--- config.mk ---
export PLATFORM = sky130hd
export DESIGN_NAME = jtag_reg_access
export DESIGN_NICKNAME = d
export VERILOG_FILES = /design/src/rtl/jtag_reg_access.sv
export SDC_FILE = /design/constraint.sdc
export NUM_CORES = 1
export LEC_CHECK = 0
export CORE_MARGIN = 1
export CORE_UTILIZATION = 48
export CTS_CLUSTER_SIZE = 16
export DETAILED_ROUTE_END_ITERATION = 16
export GPL_ROUTABILITY_DRIVEN = 0
export GPL_TIMING_DRIVEN = 0
export PLACE_DENSITY = 0.86
export SYNTH_ARGS = -nofsm -noshare
export SYNTH_HDL_FRONTEND = slang
export SYNTH_SLANG_ARGS = --single-unit
--- constraint.sdc ---
create_clock -name clk -period 8.3 [get_ports clk]
set_input_delay 1.66 -clock clk [delete_from_list [all_inputs] [get_ports clk]]
set_output_delay 1.66 -clock clk [all_outputs]
set_load 0.02 [all_outputs]
--- src/rtl/jtag_reg_access.sv ---
// Debug-side GPR access controller: halts the core, accesses the regfile through its
// JTAG port without colliding with EX writeback, and read-back-verifies every write.
//
// state     | meaning
// ----------+---------------------------------------------------------------
// IDLE      | ready for a command, core not held
// HALT_WAIT | halt requested, waiting for halted_i or timeout
// ACCESS    | read capture, or write pulse once core_we_i is low
// VERIFY    | read back the written register and compare
// RESP      | response presented until resp_ready_i
module jtag_reg_access #(
   parameter int unsigned HALT_TIMEOUT = 255,
   parameter int unsigned CNT_W        = 8
) (
   input  logic        clk,
   input  logic        rst,
   input  logic        req_valid_i,
   output logic        req_ready_o,
   input  logic        req_write_i,
   input  logic [4:0]  req_addr_i,
   input  logic [31:0] req_data_i,
   output logic        resp_valid_o,
   input  logic        resp_ready_i,
   output logic [31:0] resp_data_o,
   output logic        resp_err_o,
   output logic        halt_req_o,
   input  logic        halted_i,
   input  logic        core_we_i,
   output logic        jtag_we_o,
   output logic [4:0]  jtag_addr_o,
   output logic [31:0] jtag_wdata_o,
   input  logic [31:0] jtag_rdata_i
);

   typedef enum logic [2:0] {
      S_IDLE      = 3'd0,
      S_HALT_WAIT = 3'd1,
      S_ACCESS    = 3'd2,
      S_VERIFY    = 3'd3,
      S_RESP      = 3'd4
   } state_e;

   localparam logic [CNT_W-1:0] TIMEOUT_C = CNT_W'(HALT_TIMEOUT);

   state_e            state_q, state_d;
   logic              wr_q, wr_d;
   logic [4:0]        addr_q, addr_d;
   logic [31:0]       data_q, data_d;
   logic [CNT_W-1:0]  cnt_q, cnt_d;
   logic [31:0]       rdata_q, rdata_d;
   logic              err_q, err_d;

   logic [CNT_W-1:0]  cnt_inc;
   logic              addr_nz;

   assign cnt_inc = cnt_q + CNT_W'(1);
   assign addr_nz = |addr_q;

   always_ff @(posedge clk or posedge rst) begin
      if (rst) begin
         state_q <= S_IDLE;
         wr_q    <= 1'b0;
         addr_q  <= '0;
         data_q  <= '0;
         cnt_q   <= '0;
         rdata_q <= '0;
         err_q   <= 1'b0;
      end else begin
         state_q <= state_d;
         wr_q    <= wr_d;
         addr_q  <= addr_d;
         data_q  <= data_d;
         cnt_q   <= cnt_d;
         rdata_q <= rdata_d;
         err_q   <= err_d;
      end
   end

   always_comb begin
      state_d = state_q;
      wr_d    = wr_q;
      addr_d  = addr_q;
      data_d  = data_q;
      cnt_d   = cnt_q;
      rdata_d = rdata_q;
      err_d   = err_q;
      unique case (state_q)
         S_IDLE: begin
            if (req_valid_i) begin
               wr_d    = req_write_i;
               addr_d  = req_addr_i;
               data_d  = req_data_i;
               cnt_d   = '0;
               rdata_d = '0;
               err_d   = 1'b0;
               state_d = S_HALT_WAIT;
            end
         end
         S_HALT_WAIT: begin
            // halted_i is checked first so it wins over a simultaneous timeout
            if (halted_i) begin
               state_d = S_ACCESS;
            end else begin
               cnt_d = cnt_inc;
               if (cnt_inc == TIMEOUT_C) begin
                  rdata_d = '0;
                  err_d   = 1'b1;
                  state_d = S_RESP;
               end
            end
         end
         S_ACCESS: begin
            if (!wr_q) begin
               rdata_d = addr_nz ? jtag_rdata_i : 32'h0;
               err_d   = 1'b0;
               state_d = S_RESP;
            end else if (!addr_nz) begin
               rdata_d = '0;
               err_d   = 1'b0;
               state_d = S_RESP;
            end else if (!core_we_i) begin
               state_d = S_VERIFY;
            end
         end
         S_VERIFY: begin
            rdata_d = jtag_rdata_i;
            err_d   = (jtag_rdata_i != data_q);
            state_d = S_RESP;
         end
         S_RESP: begin
            if (resp_ready_i) begin
               rdata_d = '0;
               err_d   = 1'b0;
               state_d = S_IDLE;
            end
         end
         default: state_d = S_IDLE;
      endcase
   end

   always_comb begin
      req_ready_o  = 1'b0;
      halt_req_o   = 1'b0;
      resp_valid_o = 1'b0;
      jtag_we_o    = 1'b0;
      jtag_addr_o  = '0;
      jtag_wdata_o = '0;
      unique case (state_q)
         S_IDLE: begin
            req_ready_o = 1'b1;
         end
         S_HALT_WAIT: begin
            halt_req_o = 1'b1;
         end
         S_ACCESS: begin
            halt_req_o   = 1'b1;
            jtag_addr_o  = addr_q;
            jtag_wdata_o = data_q;
            // EX writeback owns the regfile port while core_we_i is high
            jtag_we_o    = wr_q && addr_nz && !core_we_i;
         end
         S_VERIFY: begin
            halt_req_o   = 1'b1;
            jtag_addr_o  = addr_q;
            jtag_wdata_o = data_q;
         end
         S_RESP: begin
            halt_req_o   = 1'b1;
            resp_valid_o = 1'b1;
         end
         default: begin
            req_ready_o = 1'b0;
         end
      endcase
   end

   assign resp_data_o = rdata_q;
   assign resp_err_o  = err_q;

endmodule

==> run metrics, run 1 <==
outcome completed; gr ovfl total 0; Filler cells 571; Max Freq 0.219 GHz; Post-CTS Hold Fix Bufs 0; largest net degree at the start of global routing 53; final hold viol count 0; crit-path max cell delay 0.64 ns; WP data arrival 2.90 ns; Synth Instances 332; DIE AREA 8540 um2; Synth top area share 52.3%; share of post-route cells with drive strength above 1 13.1%; reg-to-reg slack, setup 6.00 ns; DRC 0; initial antenna violation count 0; measured slew at the worst slew-check pin 0.658 ns; DR iter-0 viols 86; number of global-route vias before repair 3337; min cycle time layout 4.56 ns; die extent in y 92.4 um; Sw Ratio 38.7%; Crit. End Element primary output; Core Area 7810 um2; ant diodes 0; critical path startpoint core_we_i; Ports 150; Worst Path Max Fanout 2; count of final setup violators 0; hold depth 1; mean post-synth cell area 11.8 um2; top cells by count, synth 82 x dfrtp_1, 41 x and2_1, 38 x mux2_2; final std cells w/o fill 599; r2r endpoint resp_data_o[26]; type of origin of the critical path input pin; Max stage delay cell, worst path clkdlybuf4s50_1; Area Overhead vs Synth 46.7%; TritonCTS Buffers 9; setup bufs post-CTS 0; P_int 1.28 mW; CP cell instances clkdlybuf4s50_1, nor2_1, clkdlybuf4s50_1; Crit Path Category in -> out; reg2reg path depth 7; Synth area leaders dfrtp_1 52%, mux2_2 11%, a22o_1 7.4%; final wirelength 10.8 mm; Comb power frac 52.0%; register area share after synthesis 52.3%; Seq cells post-synth 82; min-delay src resp_data_o[20]; Mapped Area 3930 um2; Netlist cell types 34; Post-DP HPWL 8.06 mm; most frequent cell after synthesis dfrtp_1; WP data required 6.64 ns; Overall Power 2.09 mW; Place WS 3.74 ns; sw power 0.810 mW; skew final 0.00838 ns; H-tree levels 3; Crit path max-delay family buffers and inverters; Buf/Inv on CP 2; Buffers on Ports 149; CTS tree built; fin crit share 54.9%; ys flop type dfrtp_1; DR pass1 iterations 4; Hold WS 0.508 ns; clock slew at reported path FFs 0.08 ns; ys async rst share 100%; Worst R2R Start cnt_q[0]; post-route antenna net violation count 0; Final Max Tran Viols 0; RSZ-0062 raised after global routing no; post_cts resized 0; Clock Latency Late Sink 0.35 ns; via-per-instance ratio 5.33; setup TNS 0 ns; syn nets 410; Site Rows 32; setup ws final 3.74 ns; root buffer cell clkbuf_8; LEAKAGE 2.42 nW; EDFF count, synth 0; Max-slew headroom 56.1%; starting density of the core 50.3%; die extent in x 92.4 um; first-pass GRT wire length 17.0 mm; Hold Path End resp_data_o[20]; Max-Cap Viols 0; sequential fraction of design power 34.8%; dpl cells 584; Yosys warnings 0; clk buf depth 2; count of nets after finishing 571; PwrDens 363 nW/um2; vias post-DR 3194; most used cell along the critical path clkdlybuf4s50_1; total track usage 26.4%; clock network fraction of total power 13.2%; DR WL/cell 18.0 um; TritonCTS Sinks 82; type of the most critical hold path reg -> reg; cell taking the most area after synthesis dfrtp_1; peak supply drop 195 uV
state kept, by name, summed over array words and instances, names as in the netlist:
| register | count |
|---|---|
| data_q | 32 |
| state_q | 3 |
| cnt_q | 8 |
| resp_err_o | 1 |
| addr_q | 5 |
| wr_q | 1 |
| resp_data_o | 32 |
worst max path at each step:
| stage | depth (start not counted) | to | slack (ns) |
|---|---|---|---|
| 6_report | 3 | jtag_we_o | 3.74 |
| 5_1_grt | 6 | jtag_wdata_o[7] | 3.63 |
| 4_1_cts | 3 | jtag_we_o | 3.73 |
| 3_5_place_dp | 3 | jtag_we_o | 3.74 |
| 3_3_place_gp | 2 | resp_data_o[16] | 3.20 |
| 2_1_floorplan | 1 | addr_q[0] | 4.53 |
cells in the final DEF (no fill, tap or decap), types with 3 or more instances in the layout:
cell type,Yosys,final
nor3_1,3,3
buf_2,3,3
clkdlybuf4s50_1,0,149
nor2b_1,4,4
nand2_1,11,11
mux2_2,38,38
xnor2_1,29,29
nand4_1,7,7
xor2_1,7,7
nor2_1,12,12
nand3_1,4,4
inv_1,6,5
buf_6,3,3
a21oi_1,3,3
and2_1,41,41
clkbuf_8,0,9
dfrtp_1,82,82
clkbuf_1,9,10
o21ai_0,13,13
a22o_1,33,33
and3_1,4,4
cell type report:
class / count / area (um2) / area share, %
multi-input combinational: 228 / 1760 / 30.6
timing repair buffer: 150 / 1520 / 26.4
tap: 102 / 128 / 2.22
inverter: 6 / 25.0 / 0.435
clock inverter: 5 / 56.3 / 0.978
buffer: 16 / 86.3 / 1.50
clock buffer: 10 / 128 / 2.22
sequential: 82 / 2050 / 35.6
logic make-up after synthesis:
group / Yosys count / synth area share [%]
simple gates: 93 / 13.4
buf+inv: 22 / 2.77
mux: 39 / 11.3
xor+xnor: 36 / 8.03
fa+ha+maj: 2 / 0.637
compound gates: 58 / 11.6
flops: 82 / 52.3
power groups by stage:
| stage | clock [mW] | sequential [mW] | combinational (mW) |
|---|---|---|---|
| 2_1_floorplan | 0 | 0.793 | 0.558 |
| 3_3_place_gp | 0 | 0.720 | 1.06 |
| 3_5_place_dp | 0 | 0.732 | 1.09 |
| 4_1_cts | 0.281 | 0.728 | 1.09 |
| 5_1_grt | 0.295 | 0.754 | 1.16 |
| 6_report | 0.276 | 0.729 | 1.09 |
layer usage:
metal,up-vias,global-route usage (%),wire length (um)
met3,26,5.34,542
met1,1587,33.4,4580
met4,0,12.1,344
li1,1482,-,-
met2,99,43.4,5300
met5,-,0,0
metrics by stage:
step	area, um2	utilization, %
after floorplan	3930	-
after global placement	5540	71.0
after detailed placement	5570	71.4
after CTS	5760	73.8
after global routing	5760	73.8
final	5760	73.8
worst register-to-register path, delay by kind of cell (launching register included):
family | cells | cell delay (ns)
adders and majority gates | 1 | 0.24
AOI/OAI and AO/OA | 2 | 0.75
DFF | 1 | 0.44
xor gates and xnor gates | 1 | 0.16
and+or+nand+nor | 2 | 0.42
buffers and inverters | 1 | 0.17
(Power assumes the default switching activity.)
==> run 2: changes to the inputs <==
- CORE_UTILIZATION: 48 -> 40
- PLACE_DENSITY: 0.86 -> 0.77
- clock period: 8.3 -> 3.9 ns (I/O delays scaled with it)
==> run metrics, run 2 (synthesized netlist as in run 1, its figures left out) <==
LEAKAGE 2.41 nW; Max Freq 0.271 GHz; Buf/Inv on CP 4; crit-path max cell delay 0.62 ns; post-route antenna net violation count 0; TritonCTS Sinks 82; fin util 61.8%; storage element area 2050 um2; count of nets after finishing 571; DIE AREA 10200 um2; Max-Cap Viols 0; die extent in y 101 um; via-per-instance ratio 5.08; reg2reg path depth 7; TritonCTS Buffers 9; largest net degree at the start of global routing 65; count of final setup violators 0; DR pass1 iterations 5; die extent in x 101 um; fin crit share 94.7%; total track usage 22.8%; Buffers on Ports 149; WP data arrival 2.91 ns; clk buf depth 2; Core Area 9370 um2; Overall Power 4.45 mW; Site Rows 35; Crit path max-delay family buffers and inverters; share of post-route cells with drive strength above 1 13.5%; multi-input logic area 1760 um2; DR WL/cell 17.7 um; vias post-DR 3185; DRC 0; PwrDens 769 nW/um2; Crit. End Element primary output; type of origin of the critical path register; hold depth 1; Post-CTS Hold Fix Bufs 0; final wirelength 11.1 mm; Worst Path Max Fanout 10; number of global-route vias before repair 3248; Crit Path Category reg -> out; H-tree levels 3; outcome completed; skew final 0.0135 ns; most used cell along the critical path clkbuf_1; min cycle time layout 3.69 ns; gr ovfl total 0; CP cell instances clkbuf_1, nor2b_1, clkbuf_1, clkbuf_1, and2_1, clkdlybuf4s50_1; type of the most critical hold path reg -> reg; Post-DP HPWL 8.40 mm; most frequent cells in the layout 149 x clkdlybuf4s50_1, 82 x dfrtp_1, 41 x and2_1, 38 x mux2_2, 33 x a22o_1; most common cell after layout, fill and taps aside clkdlybuf4s50_1; peak supply drop 379 uV; Ports 150; starting density of the core 41.9%; WP data required 3.12 ns; initial antenna violation count 0; DR iter-0 viols 124; post_cts resized 0; setup TNS 0 ns; number of gates on the worst path with buffers counted 6; first-pass GRT wire length 17.4 mm; Max-slew headroom 60.4%; measured slew at the worst slew-check pin 0.594 ns; ant diodes 0; final hold viol count 0; setup bufs post-CTS 0; Max stage delay cell, worst path clkdlybuf4s50_1; RSZ-0062 raised after global routing no; root buffer cell clkbuf_8; CTS tree built; Clock Latency Late Sink 0.36 ns; Area Overhead vs Synth 47.7%; Filler cells 796; clock slew at reported path FFs 0.10 ns; Final Max Tran Viols 0
run 2: layout make-up:
type	instances	share of cell area, %
Buffer	16	1.49
Clock buffer	10	2.37
Clock inverter	6	0.864
Inverter	6	0.432
Multi-Input combinational cell	228	30.4
Sequential cell	82	35.4
Tap cell	129	2.78
Timing Repair Buffer	150	26.2
run 2: layer usage:
| layer | vias up | wire [um] | track usage [%] | part of all wire [%] |
|---|---|---|---|---|
| li1 | 1485 | - | - | - |
| met1 | 1570 | 4870 | 30.2 | 44 |
| met2 | 120 | 5500 | 37.4 | 49 |
| met3 | 10 | 651 | 5.41 | 5.9 |
| met4 | 0 | 107 | 6.35 | 0.96 |
| met5 | - | 0 | 0 | 0 |
run 2: metrics by stage:
stage	hold slack [ns]	instance area (um2)	instances	setup slack, ns
2_1_floorplan	0.491	3930	332	1.01
3_5_place_dp	0.484	5610	611	0.582
4_1_cts	0.511	5800	627	0.189
5_1_grt	0.524	5800	627	0.0547
3_3_place_gp	0.482	5580	610	-0.358
6_report	0.505	5800	627	0.208
run 2: final timing paths:
check	start	slack, ns	endpoint
setup / recovery	state_q[2]	0.21	jtag_wdata_o[17]
hold / removal	resp_data_o[1]	0.50	resp_data_o[1]
setup reg to reg	cnt_q[0]	1.52	resp_data_o[17]
hold reg to reg	resp_data_o[1]	0.50	resp_data_o[1]
max in group asynchronous	rst	2.59	data_q[14]
min in group asynchronous	rst	0.71	cnt_q[4]
run 2: report_power, final:
group	switching, mW	internal [mW]	total (mW)	leakage [nW]
combinational	1.11	1.20	2.31	1.28
clock	0.337	0.255	0.592	0.0895
sequential	0.314	1.24	1.55	1.04
